<file path="src/rtl/vga_timing_gen_pkg.sv">
// Shared VGA timing constants: default 640x480@60 porches, totals, sync
// polarities, pixel-drive width and the frame-buffer tile grid.
package vga_timing_gen_pkg;

  localparam int H_VISIBLE_DEF = 640;
  localparam int H_FRONT_DEF   = 16;
  localparam int H_SYNC_DEF    = 96;
  localparam int H_BACK_DEF    = 48;
  localparam int V_VISIBLE_DEF = 480;
  localparam int V_FRONT_DEF   = 10;
  localparam int V_SYNC_DEF    = 2;
  localparam int V_BACK_DEF    = 33;

  localparam int H_TOTAL_DEF = H_VISIBLE_DEF + H_FRONT_DEF + H_SYNC_DEF + H_BACK_DEF;
  localparam int V_TOTAL_DEF = V_VISIBLE_DEF + V_FRONT_DEF + V_SYNC_DEF + V_BACK_DEF;

  // Both axis counters share one width; totals must fit in it.
  localparam int CNT_W = 10;

  // Sync pulses are active-low for this mode.
  localparam logic HSYNC_ACTIVE = 1'b0;
  localparam logic VSYNC_ACTIVE = 1'b0;

  // {R1,G1,B1,R0,G0,B0}
  localparam int                RGB_W     = 6;
  localparam logic [RGB_W-1:0]  RGB_WHITE = '1;
  localparam logic [RGB_W-1:0]  RGB_BLACK = '0;

  // Frame-buffer controller tiling of the visible area.
  localparam int TILE_PX   = 40;
  localparam int TILE_COLS = 16;
  localparam int TILE_ROWS = 12;

  // Frame counter width; a divider of 1 still needs one bit of storage.
  function automatic int frame_cnt_w(input int div);
    return (div > 1) ? $clog2(div) : 1;
  endfunction

endpackage

</file>
<file path="src/rtl/vga_axis_counter.sv">
// One timing axis: wrapping position counter plus visible/sync windows.
// Used once per line (always enabled) and once per frame (enabled on H wrap).
module vga_axis_counter
  import vga_timing_gen_pkg::*;
#(
  parameter int VISIBLE = 640,
  parameter int FRONT   = 16,
  parameter int SYNC    = 96,
  parameter int BACK    = 48
) (
  input  logic             clk,
  input  logic             reset,
  input  logic             en,
  output logic [CNT_W-1:0] cnt,
  output logic             visible,
  output logic             sync_win
);

  localparam int TOTAL = VISIBLE + FRONT + SYNC + BACK;

  localparam logic [CNT_W-1:0] LAST    = CNT_W'(TOTAL - 1);
  localparam logic [CNT_W-1:0] VIS_END = CNT_W'(VISIBLE);
  localparam logic [CNT_W-1:0] SYNC_LO = CNT_W'(VISIBLE + FRONT);
  localparam logic [CNT_W-1:0] SYNC_HI = CNT_W'(VISIBLE + FRONT + SYNC);

  // Position counter: advance when enabled, wrap from last position to 0.
  always_ff @(posedge clk) begin
    if (!reset)
      cnt <= '0;
    else if (en)
      cnt <= (cnt == LAST) ? '0 : cnt + CNT_W'(1);
  end

  assign visible  = (cnt < VIS_END);
  assign sync_win = (cnt >= SYNC_LO) && (cnt < SYNC_HI);

endmodule

</file>
<file path="src/rtl/vga_timing_gen.sv">
// VGA timing generator: H/V counters, registered syncs and pixel drive,
// vertical-blank pulse and a slow sprite animation phase bit.
module vga_timing_gen
  import vga_timing_gen_pkg::*;
#(
  parameter int H_VISIBLE = H_VISIBLE_DEF,
  parameter int H_FRONT   = H_FRONT_DEF,
  parameter int H_SYNC    = H_SYNC_DEF,
  parameter int H_BACK    = H_BACK_DEF,
  parameter int V_VISIBLE = V_VISIBLE_DEF,
  parameter int V_FRONT   = V_FRONT_DEF,
  parameter int V_SYNC    = V_SYNC_DEF,
  parameter int V_BACK    = V_BACK_DEF,
  parameter int ANIM_DIV  = 16
) (
  input  logic             clk,
  input  logic             reset,
  input  logic             colour,
  output logic [CNT_W-1:0] counter_H,
  output logic [CNT_W-1:0] counter_V,
  output logic             hsync,
  output logic             vsync,
  output logic [RGB_W-1:0] rgb,
  output logic             display_on,
  output logic             vblank_start,
  output logic             anim_phase
);

  localparam int H_TOTAL = H_VISIBLE + H_FRONT + H_SYNC + H_BACK;
  localparam int FC_W    = frame_cnt_w(ANIM_DIV);

  localparam logic [CNT_W-1:0] H_LAST   = CNT_W'(H_TOTAL - 1);
  localparam logic [CNT_W-1:0] V_VB_ROW = CNT_W'(V_VISIBLE);
  localparam logic [FC_W-1:0]  FC_LAST  = FC_W'(ANIM_DIV - 1);

  logic h_wrap;
  logic h_vis, v_vis;
  logic h_sync_win, v_sync_win;
  logic [FC_W-1:0] frame_cnt;

  // Line advances on the same clk the pixel counter wraps.
  assign h_wrap = (counter_H == H_LAST);

  vga_axis_counter #(
    .VISIBLE (H_VISIBLE),
    .FRONT   (H_FRONT),
    .SYNC    (H_SYNC),
    .BACK    (H_BACK)
  ) u_h_axis (
    .clk      (clk),
    .reset    (reset),
    .en       (1'b1),
    .cnt      (counter_H),
    .visible  (h_vis),
    .sync_win (h_sync_win)
  );

  vga_axis_counter #(
    .VISIBLE (V_VISIBLE),
    .FRONT   (V_FRONT),
    .SYNC    (V_SYNC),
    .BACK    (V_BACK)
  ) u_v_axis (
    .clk      (clk),
    .reset    (reset),
    .en       (h_wrap),
    .cnt      (counter_V),
    .visible  (v_vis),
    .sync_win (v_sync_win)
  );

  assign display_on   = h_vis && v_vis;
  assign vblank_start = (counter_H == '0) && (counter_V == V_VB_ROW);

  // Syncs and pixel drive share one register stage so they stay aligned.
  always_ff @(posedge clk) begin
    if (!reset) begin
      hsync <= ~HSYNC_ACTIVE;
      vsync <= ~VSYNC_ACTIVE;
      rgb   <= RGB_BLACK;
    end else begin
      hsync <= h_sync_win ? HSYNC_ACTIVE : ~HSYNC_ACTIVE;
      vsync <= v_sync_win ? VSYNC_ACTIVE : ~VSYNC_ACTIVE;
      rgb   <= (display_on && colour) ? RGB_WHITE : RGB_BLACK;
    end
  end

  // Count frames at each vblank; flip the animation phase every ANIM_DIV frames.
  always_ff @(posedge clk) begin
    if (!reset) begin
      frame_cnt  <= '0;
      anim_phase <= 1'b0;
    end else if (vblank_start) begin
      if (frame_cnt == FC_LAST) begin
        frame_cnt  <= '0;
        anim_phase <= ~anim_phase;
      end else begin
        frame_cnt  <= frame_cnt + FC_W'(1);
      end
    end
  end

endmodule

</file>
<file path="config.mk">
export PLATFORM = sky130hd
export DESIGN_NAME = vga_timing_gen
export DESIGN_NICKNAME = d
export VERILOG_FILES = /design/src/rtl/vga_timing_gen_pkg.sv /design/src/rtl/vga_axis_counter.sv /design/src/rtl/vga_timing_gen.sv
export SDC_FILE = /design/constraint.sdc
export NUM_CORES = 1
export LEC_CHECK = 0
export CAP_MARGIN = 40
export CORE_MARGIN = 4
export CORE_UTILIZATION = 44
export CTS_BUF_LIST = sky130_fd_sc_hd__clkbuf_16
export CTS_CLUSTER_SIZE = 20
export DETAILED_ROUTE_END_ITERATION = 16
export PLACE_DENSITY = 0.75
export SYNTH_ARGS = -nofsm -noshare
export SYNTH_HDL_FRONTEND = slang
export SYNTH_SLANG_ARGS = --single-unit
</file>
<file path="constraint.sdc">
create_clock -name clk -period 2.1 [get_ports clk]
set_clock_uncertainty 0.05 [all_clocks]
set_input_delay 0.525 -clock clk [delete_from_list [all_inputs] [get_ports clk]]
set_output_delay 0.525 -clock clk [all_outputs]
set_load 0.01 [all_outputs]
</file>
### Word level (Yosys, flattened, before mapping)

Cells that the tools add are included.

| operators by class | value |
|---|---|
| $add $sub $neg | 3 |
| order comparisons | 6 |
| equal/unequal tests | 4 |
| muxes and demuxes | 5 |
| bitwise logic cells | 2 |
| reduce and logical (&&, ||, !) cells | 8 |

Operator list:

| kind | number |
|---|---|
| adder 10 x 1 -> 10 bit, second input constant | 2 |
| equality test 10 bit, second input constant | 2 |
| less-than comparator 10 bit, second input constant | 2 |
| less-than comparator 10 x 9 -> 1 bit, second input constant | 2 |
| equality test 10 x 9 -> 1 bit, second input constant | 1 |
| >= comparator 10 bit, second input constant | 1 |
| >= comparator 10 x 9 -> 1 bit, second input constant | 1 |
| zero test 10 bit | 1 |
| 2-to-1 mux 10 bit | 1 |
| 2-to-1 mux 6 bit | 1 |
| logical AND 1 bit | 5 |
| adder 4 x 1 -> 4 bit, second input constant | 1 |
| equality test 4 bit, second input constant | 1 |
| 2-to-1 mux 4 bit | 1 |
| 2-to-1 mux 1 bit | 2 |
| inverter 1 bit | 2 |
| AND reduction 2 bit | 1 |
| OR reduction 2 bit | 1 |

| storage, ports and cells | value |
|---|---|
| bits in registers | 33 |
| bits of input ports | 3 |
| output and inout port bits | 31 |

### Logic depth before layout (Yosys ltp)

Gate-level depths: netlist (run 1).

| logic depth | value |
|---|---|
| depth after elaboration | 4 |
| mapped depth | 6 |

### By module

Synthesis (run 1) repeated with hierarchy kept, for this count alone.

| unflattened totals | value |
|---|---|
| cell total of the unflattened synthesis | 163 |
| area, all modules | 1476.4 um^2 |

Modules (own cells, without submodules):

| module | instances | cells each | area an instance (um^2) | sequential area each (um^2) |
|---|---|---|---|---|
| vga_axis_counter at u_v_axis | 1 | 56 | 519.2 | 200.2 |
| vga_axis_counter at u_h_axis | 1 | 54 | 499.2 | 200.2 |
| vga_timing_gen | 1 | 53 | 457.9 | 160.2 |

### Worst setup path before layout (run 1)

OpenSTA, ideal clock, no wires.

| path | value |
|---|---|
| path kind | register -> register |
| start point | register u_h_axis.cnt[0] |
| end point | register u_v_axis.cnt[9] |
| library setup time | 69 ps |
| arrival time | 2014 ps |
| data required time | 1981 ps |
| path slack | -34 ps |
| cell stages (with the launch flop) | 6 |
| buffers on the path | 0 |
| path through | dfxtp_1 ha_1 nand3_1 or4_4 or4_4 a21oi_2 |

| on the way | value |
|---|---|
| cells in the longest elaborated chain, start to end | 1 |

RTL lines:

| element | line | text |
|---|---|---|
| from (decl) | vga_axis_counter.sv:14 | `output logic [CNT_W-1:0] cnt,` |
| from (signal assigned) | vga_axis_counter.sv:31 | `cnt <= (cnt == LAST) ? '0 : cnt + CNT_W'(1);` |
| equality test 10 bit | vga_timing_gen.sv:42 | `assign h_wrap = (counter_H == H_LAST);` |
| to (signal assigned) | vga_axis_counter.sv:31 |  |
| to (decl) | vga_axis_counter.sv:14 |  |

Every way passes these cells.
A chain may end at the register's enable or synchronous reset.

### Final worst setup path (run 1)

| path | value |
|---|---|
| start point | register u_h_axis.cnt[0] |
| end point | output port vblank_start |

| on the way | value |
|---|---|
| cells in the longest elaborated chain, start to end | 2 |

RTL lines:

| element | line | text |
|---|---|---|
| zero test 10 bit | vga_timing_gen.sv:73 | `assign vblank_start = (counter_H == '0) && (counter_V == V_VB_ROW);` |
| logical AND 1 bit | vga_timing_gen.sv:73 |  |
| to (decl) | vga_timing_gen.sv:25 | `output logic vblank_start,` |

Every way passes these cells.

==> impl_metrics.tcl, run 1 <==
set metrics [dict create \
    wl_per_cell_um 13.3 \
    intPower_uw 839 \
    dp_hpwl_um 2750 \
    maxSlewHeadroom_pct 66.6 \
    synth_edf_count 0 \
    start_kind "flip-flop" \
    path_class "reg2out" \
    synthAdderAreaFrac_pct 4.45 \
    postSynthAreaPerCell_sq_um 8.52 \
    cts-root-buf "clkbuf_16" \
    status "complete, no violations" \
    swShare_pct 20.9 \
    syn-num-nets 173 \
    drt_wl_total_um 3630 \
    synth_xor_area_share_pct 6.86 \
    hold_viol 0 \
    synth_mux_area_share_pct 2.85 \
    cts_hold_buf 0 \
    cts-htree-levels 1 \
    cts_buffer_depth 2 \
    synth.yosys.warnings 0 \
    io_buffers 33 \
    synth-compound-area-share_pct 8.37 \
    io_pins 34 \
    num_rows 20 \
    max_freq_mhz 490 \
    irDropWorstVdd_mv 0.615 \
    p_switching_uw 222 \
    synth.yosys.seq_area_share_pct 39.9 \
    pwr-share-comb_pct 8.7 \
    r2r_slack_ns 0.07 \
    fin_crit_ns 2.04 \
    tightest_slew_ns 0.496 \
    routabilityCongestion 0.854 \
    hold-path-cell-count 2 \
    synth_cell_type_count 35 \
    synth_top_family_by_area "simple AND/OR/NAND/NOR gates" \
    track_usage_pct 17.8 \
    synthCells 165 \
    core_area_sq_um 3050 \
    synth-seq-cells 28 \
    drc 0 \
    ant_nets 0 \
    min_to "anim_phase" \
    worstPathRequired_ns 1.52 \
    crit_fanout 2 \
    hold_start "anim_phase" \
    cts_tree "yes" \
    num-nets-final 237 \
    vias_per_cell 5.29 \
    vias 1439 \
    dieHeight_um 64.5 \
    r2r-start "u_h_axis.cnt[6]" \
    synthArstFlopShare_pct 0 \
    period_share_pct 97.3 \
    start_util_pct 46.0 \
    drive_gt1_share_pct 22.8 \
    power_frac_clock_pct 40.4 \
    cts_sinks 28 \
    areaGrowthSynthToFinish_pct 49.0 \
    n_antenna_cell 0 \
    seqPwrFrac_pct 51.0 \
    grt_pass1_vias 1403 \
    antenna_found_initial 0 \
    synth-main-ff-cell "dfxtp_1" \
    dr.pass1.iters 4 \
    end_kind "output pin" \
    slew_viol_final 0 \
    netlist_area_sq_um 1410 \
    drv_cap 0 \
    power.leakage_nw 0.783 \
    power_density_nw_per_um2 507 \
    grt-ovfl-total 0 \
    clock_latency_ns 0.26 \
    final_cell_mix "buf_4 (35), clkdlybuf4s50_1 (31), dfxtp_1 (26), nor2_1 (20), nand3_1 (13)" \
    dp.cells 268 \
    post_cts_buffers 0 \
    tns_ns 0 \
    arrival_ns 1.47 \
    hp-class "reg2reg" \
    final_common_cell "buf_4" \
    fp.dieW_um 64.5 \
    final_cells 272 \
    synth-simple-area-share_pct 30.8 \
    rr_worst_depth 5 \
    r2r-end "u_v_axis.cnt[9]" \
    grt_start_max_net_pins 16 \
    setup-violations-final 0 \
    cts_made_buffers 3 \
    path_clk_slew_ns 0.07 \
    first_iter_violations 82 \
    grt_first_pass_wirelength_um 6070 \
    dieArea_sq_um 4160 \
]
[worst max path at each step]
stage               cells after the start       startpoint               to
CTS                                     6  u_h_axis.cnt[0]     vblank_start
global route                            6  u_h_axis.cnt[0]     vblank_start
detailed placement                      6  u_h_axis.cnt[0]     vblank_start
finish                                  6  u_h_axis.cnt[0]     vblank_start
global placement                        6  u_h_axis.cnt[0]     vblank_start
floorplan                               5  u_h_axis.cnt[1]  u_v_axis.cnt[9]
[power groups by stage]
stage | Combinational (mW) | Sequential, mW | Clock [mW]
after global routing | 0.0998 | 0.541 | 0.465
after CTS | 0.0888 | 0.541 | 0.438
final | 0.0918 | 0.541 | 0.428
after global placement | 0.0854 | 0.552 | 0
after detailed placement | 0.0879 | 0.553 | 0
after floorplan | 0.0337 | 0.560 | 0
[metrics by stage]
step	worst slack [ns]	utilization, %	hold slack [ns]	area, sq um	power (mW)
finish	0.0575	68.6	0.437	2090	1.06
floorplan	0.0154	-	0.396	1410	0.594
CTS	-0.116	68.0	0.437	2080	1.07
detailed placement	-0.0908	65.5	0.427	2000	0.641
global route	-0.0609	68.6	0.460	2090	1.11
global placement	-0.0831	65.5	0.409	2000	0.638
[logic make-up (layout without fill, tap and decap cells)]
group / Yosys count / count (layout)
simple gates: 80 / 80
compound gates: 19 / 19
xor+xnor: 11 / 11
fa+ha+maj: 5 / 5
buf+inv: 18 / 81
flops: 28 / 28
mux: 4 / 4
[per-layer routing]
| layer | GRT usage (%) | vias to the layer above | share of wire (%) |
|---|---|---|---|
| met3 | 6.24 | 2 | 6.6 |
| met2 | 30.7 | 46 | 49 |
| met5 | 0 | - | 0 |
| li1 | - | 713 | - |
| met4 | 2.37 | 0 | 0.33 |
| met1 | 21.9 | 678 | 44 |
[synth_stat cells (all sizes together), types with 6 or more instances]
library cell,instances,area [sq um]
nand2,9,33.8
nand3,14,70.1
nor2,21,78.8
dfxtp,28,561
buf,7,53.8
xnor2,6,52.6
nand4,6,37.5
inv,7,26.3
a21oi,9,48.8
[critical path, stage by stage, from the launching register on]
cell,delay (ns)
dfxtp_2,0.32
inv_1,0.05
ha_1,0.14
nor4b_2,0.20
nand4_1,0.20
nor2_2,0.15
clkbuf_2,0.15
[final cells by class]
cell class / instances / area [sq um]
Clock inverter: 1 / 3.75
Clock buffer: 3 / 75.1
Inverter: 8 / 30.0
Sequential cell: 28 / 563
Fill cell: 256 / 960
Multi-Input combinational cell: 119 / 768
Tap cell: 44 / 55.1
Timing Repair Buffer: 69 / 598
[sequential cells by signal, summed over array words and instances (netlist names)]
name and cells:
u_h_axis.cnt 10, u_v_axis.cnt 10, frame_cnt 4, anim_phase 1
hsync 1, rgb 1, vsync 1
[what timing repair did]
item	4_1_cts	5_1_grt
endpoints found under the hold margin	0	0
setup endpoints to repair	2	2
pin swaps	1	2
resized for setup	3	8
(Power assumes the default switching activity.)
==> run 2: changes to the inputs <==
Settings changed: ABC_CLOCK_PERIOD_IN_PS set to 2100.
==> results of run 2 <==
No change in the layout: final DEF, timing and power equal those of run 1.
==> run 3: changes to the inputs <==
Settings changed: ABC_AREA set to 1, CORE_MARGIN 4 to 3, CORE_UTILIZATION 44 to 46, PLACE_DENSITY 0.75 to 0.76.
==> run 3 against run 2 <==
Against the previous run: synthesized cell count grew 47%; area after synthesis rose by 18%; combinational power decreased by 13%; sequential share of layout area shrank 1.9 points; non-clock buffer count fell by 17; via count increased by 14%; critical path type unchanged; highest routed layer unchanged.
==> impl_metrics.tcl, run 3 <==
set metrics [dict create \
    synth-seq-cells 28 \
    ant_nets 0 \
    pre_cts_ws_ns 0.101 \
    seqPwrFrac_pct 45.7 \
    areaGrowthSynthToFinish_pct 35.4 \
    path_clk_slew_ns 0.07 \
    dieHeight_um 66.0 \
    drc 0 \
    syn-num-nets 251 \
    cts_sinks 28 \
    synth_cell_type_count 29 \
    setup-violations-final 0 \
    yosysTopAreaCell "dfxtp_1" \
    grt_first_pass_wirelength_um 6980 \
    synth.yosys.seq_area_share_pct 33.8 \
    drive_gt1_share_pct 17.1 \
    cts_tree "yes" \
    synth.top_cells.by_count "nand2_1 (53), inv_1 (39), nor2_1 (33), dfxtp_1 (28), a21oi_1 (14)" \
    cp_cell_sequence "inv_1 -> ha_1 -> nand2_1 -> nor2_2 -> nand3_1 -> inv_1 -> clkdlybuf4s15_1" \
    power.leakage_nw 0.963 \
    final_cell_mix "nand2_1 (53), inv_1 (38), clkdlybuf4s50_1 (31), nor2_1 (30), dfxtp_1 (27)" \
    grt_pass1_vias 1595 \
    dp_hpwl_um 3010 \
    cts-root-buf "clkbuf_16" \
    worstPathRequired_ns 1.52 \
    grt-ovfl-total 0 \
    vias 1641 \
    cts_buffer_depth 2 \
    cts_made_buffers 3 \
    postSynthAreaPerCell_sq_um 6.82 \
    vias_per_cell 4.86 \
    n_antenna_cell 0 \
    routabilityCongestion 0.932 \
    track_usage_pct 20.4 \
    synth_area_leaders "dfxtp_1 (34%), nand2_1 (12%), inv_1 (8.8%)" \
    drv_cap 0 \
    cts_hold_buf 0 \
    num_rows 21 \
    area.sequential_sq_um 562 \
    fp.dieW_um 66.0 \
    multiInputGateArea_sq_um 890 \
    use_met1_pct 26.7 \
    start_util_pct 48.9 \
    dieArea_sq_um 4360 \
    first_iter_violations 90 \
    maxSlewHeadroom_pct 72.4 \
    io_buffers 33 \
    synthArstFlopShare_pct 0 \
    max_freq_mhz 504 \
    hold_viol 0 \
    start_kind "flip-flop" \
    cts-htree-levels 1 \
    hp-class "reg2reg" \
    synth_top_area_share_pct 33.8 \
    cpMostUsedCell "inv_1" \
    synth_most_common_cell "nand2_1" \
    io_pins 34 \
    crit_fanout 2 \
    synth-main-ff-cell "dfxtp_1" \
    period_share_pct 94.4 \
    fin_ws_ns 0.118 \
    power_density_nw_per_um2 529 \
    cp_slowest_cell "dfxtp_1" \
    p_total_mw 1.19 \
    met3_usage_pct 2.89 \
    drt_wl_total_um 3990 \
    fillers 284 \
    num-nets-final 301 \
    irDropWorstVdd_mv 0.344 \
    path_class "reg2out" \
    tns_ns 0 \
    use_met2_pct 34.3 \
    end_kind "output pin" \
    antenna_found_initial 0 \
    tightest_slew_ns 0.413 \
    pwr-share-comb_pct 6.8 \
    swShare_pct 19.4 \
    clock_latency_ns 0.26 \
    status "complete, no violations" \
    synth_edf_count 0 \
    synth.yosys.warnings 0 \
    grt-busiest-layer "met2" \
    wl_per_cell_um 11.8 \
    fin_crit_ns 1.98 \
    p_switching_uw 230 \
    critPathMaxStageDelay_ns 0.32 \
    synthCells 243 \
    top_regs "u_h_axis.cnt (10), u_v_axis.cnt (10), frame_cnt (4)" \
    post_cts_buffers 0 \
    power_frac_clock_pct 47.6 \
    intPower_uw 956 \
    dr.pass1.iters 4 \
    slew_viol_final 0 \
    final_common_cell "nand2_1" \
    grt_start_max_net_pins 17 \
    core_area_sq_um 3390 \
    arrival_ns 1.41 \
    netlist_area_sq_um 1660 \
]
## run 3: cell count changes in the layout (fill, tap and decap cells not counted), moves of 4 or more
cell,change
inv_1,+31
and3_1,-5
mux2i_1,-4
xnor2_1,-5
a21oi_1,+6
nand2_1,+44
nor2_2,+9
buf_4,-16
nor2_1,+10
## run 3: cell families after synthesis
family / synth area share (%)
xor gates and xnor gates: 3.70
buffers and inverters: 12.9
and+or+nand+nor: 38.3
DFF: 33.8
adders and majority gates: 3.78
AOI/OAI and AO/OA: 7.48
## run 3: worst paths after layout
check | start | endpoint | depth (start not counted) | slack (ns)
worst max register to register | u_h_axis.cnt[0] | u_v_axis.cnt[4] | 9 | 0.45
worst min register to register | frame_cnt[3] | frame_cnt[3] | 2 | 0.41
worst min-delay path | frame_cnt[3] | frame_cnt[3] | 2 | 0.41
worst max-delay path | u_v_axis.cnt[1] | vblank_start | 7 | 0.12
## run 3: timing repair
action	in CTS	in global routing
pin swaps	0	0
gates resized for setup	5	3
hold endpoints to repair	0	0
endpoints found under the setup margin	2	1
cloned	0	0
## run 3: area by class of cell
class,instances,share of cell area [%]
timing repair buffer,52,21.0
clock buffer,3,3.35
tap,46,2.57
clock inverter,1,1.34
sequential,28,25.0
inverter,42,7.03
multi-input combinational,166,39.7
## run 3: per-stage QoR
stage	util [%]	instances	hold slack (ns)	cell area [sq um]
6_report	66.2	338	0.413	2240
5_1_grt	66.2	338	0.470	2240
4_1_cts	66.0	338	0.416	2240
3_5_place_dp	62.9	334	0.405	2130
3_3_place_gp	62.9	334	0.399	2130
2_1_floorplan	-	243	0.389	1660
## run 3: per-layer routing
metal / vias up / wire length, um / part of all wire (%)
met4: 0 / 47 / 1.2
met1: 726 / 1770 / 44
li1: 851 / - / -
met5: - / 0 / 0
met3: 6 / 248 / 6.2
met2: 58 / 1920 / 48
## run 3: critical path: cells and delay by family (launching register included)
kind | cells | cell delay (ns)
fa+ha+maj | 1 | 0.16
simple gates | 3 | 0.29
buf+inv | 3 | 0.37
flops | 1 | 0.32
## run 3: power by group through the flow
| stage | combinational [mW] | sequential (mW) | clock (mW) |
|---|---|---|---|
| 2_1_floorplan | 0.0444 | 0.558 | 0 |
| 3_3_place_gp | 0.0783 | 0.553 | 0 |
| 3_5_place_dp | 0.0779 | 0.554 | 0 |
| 4_1_cts | 0.0801 | 0.541 | 0.578 |
| 5_1_grt | 0.0899 | 0.542 | 0.599 |
| 6_report | 0.0802 | 0.541 | 0.564 |
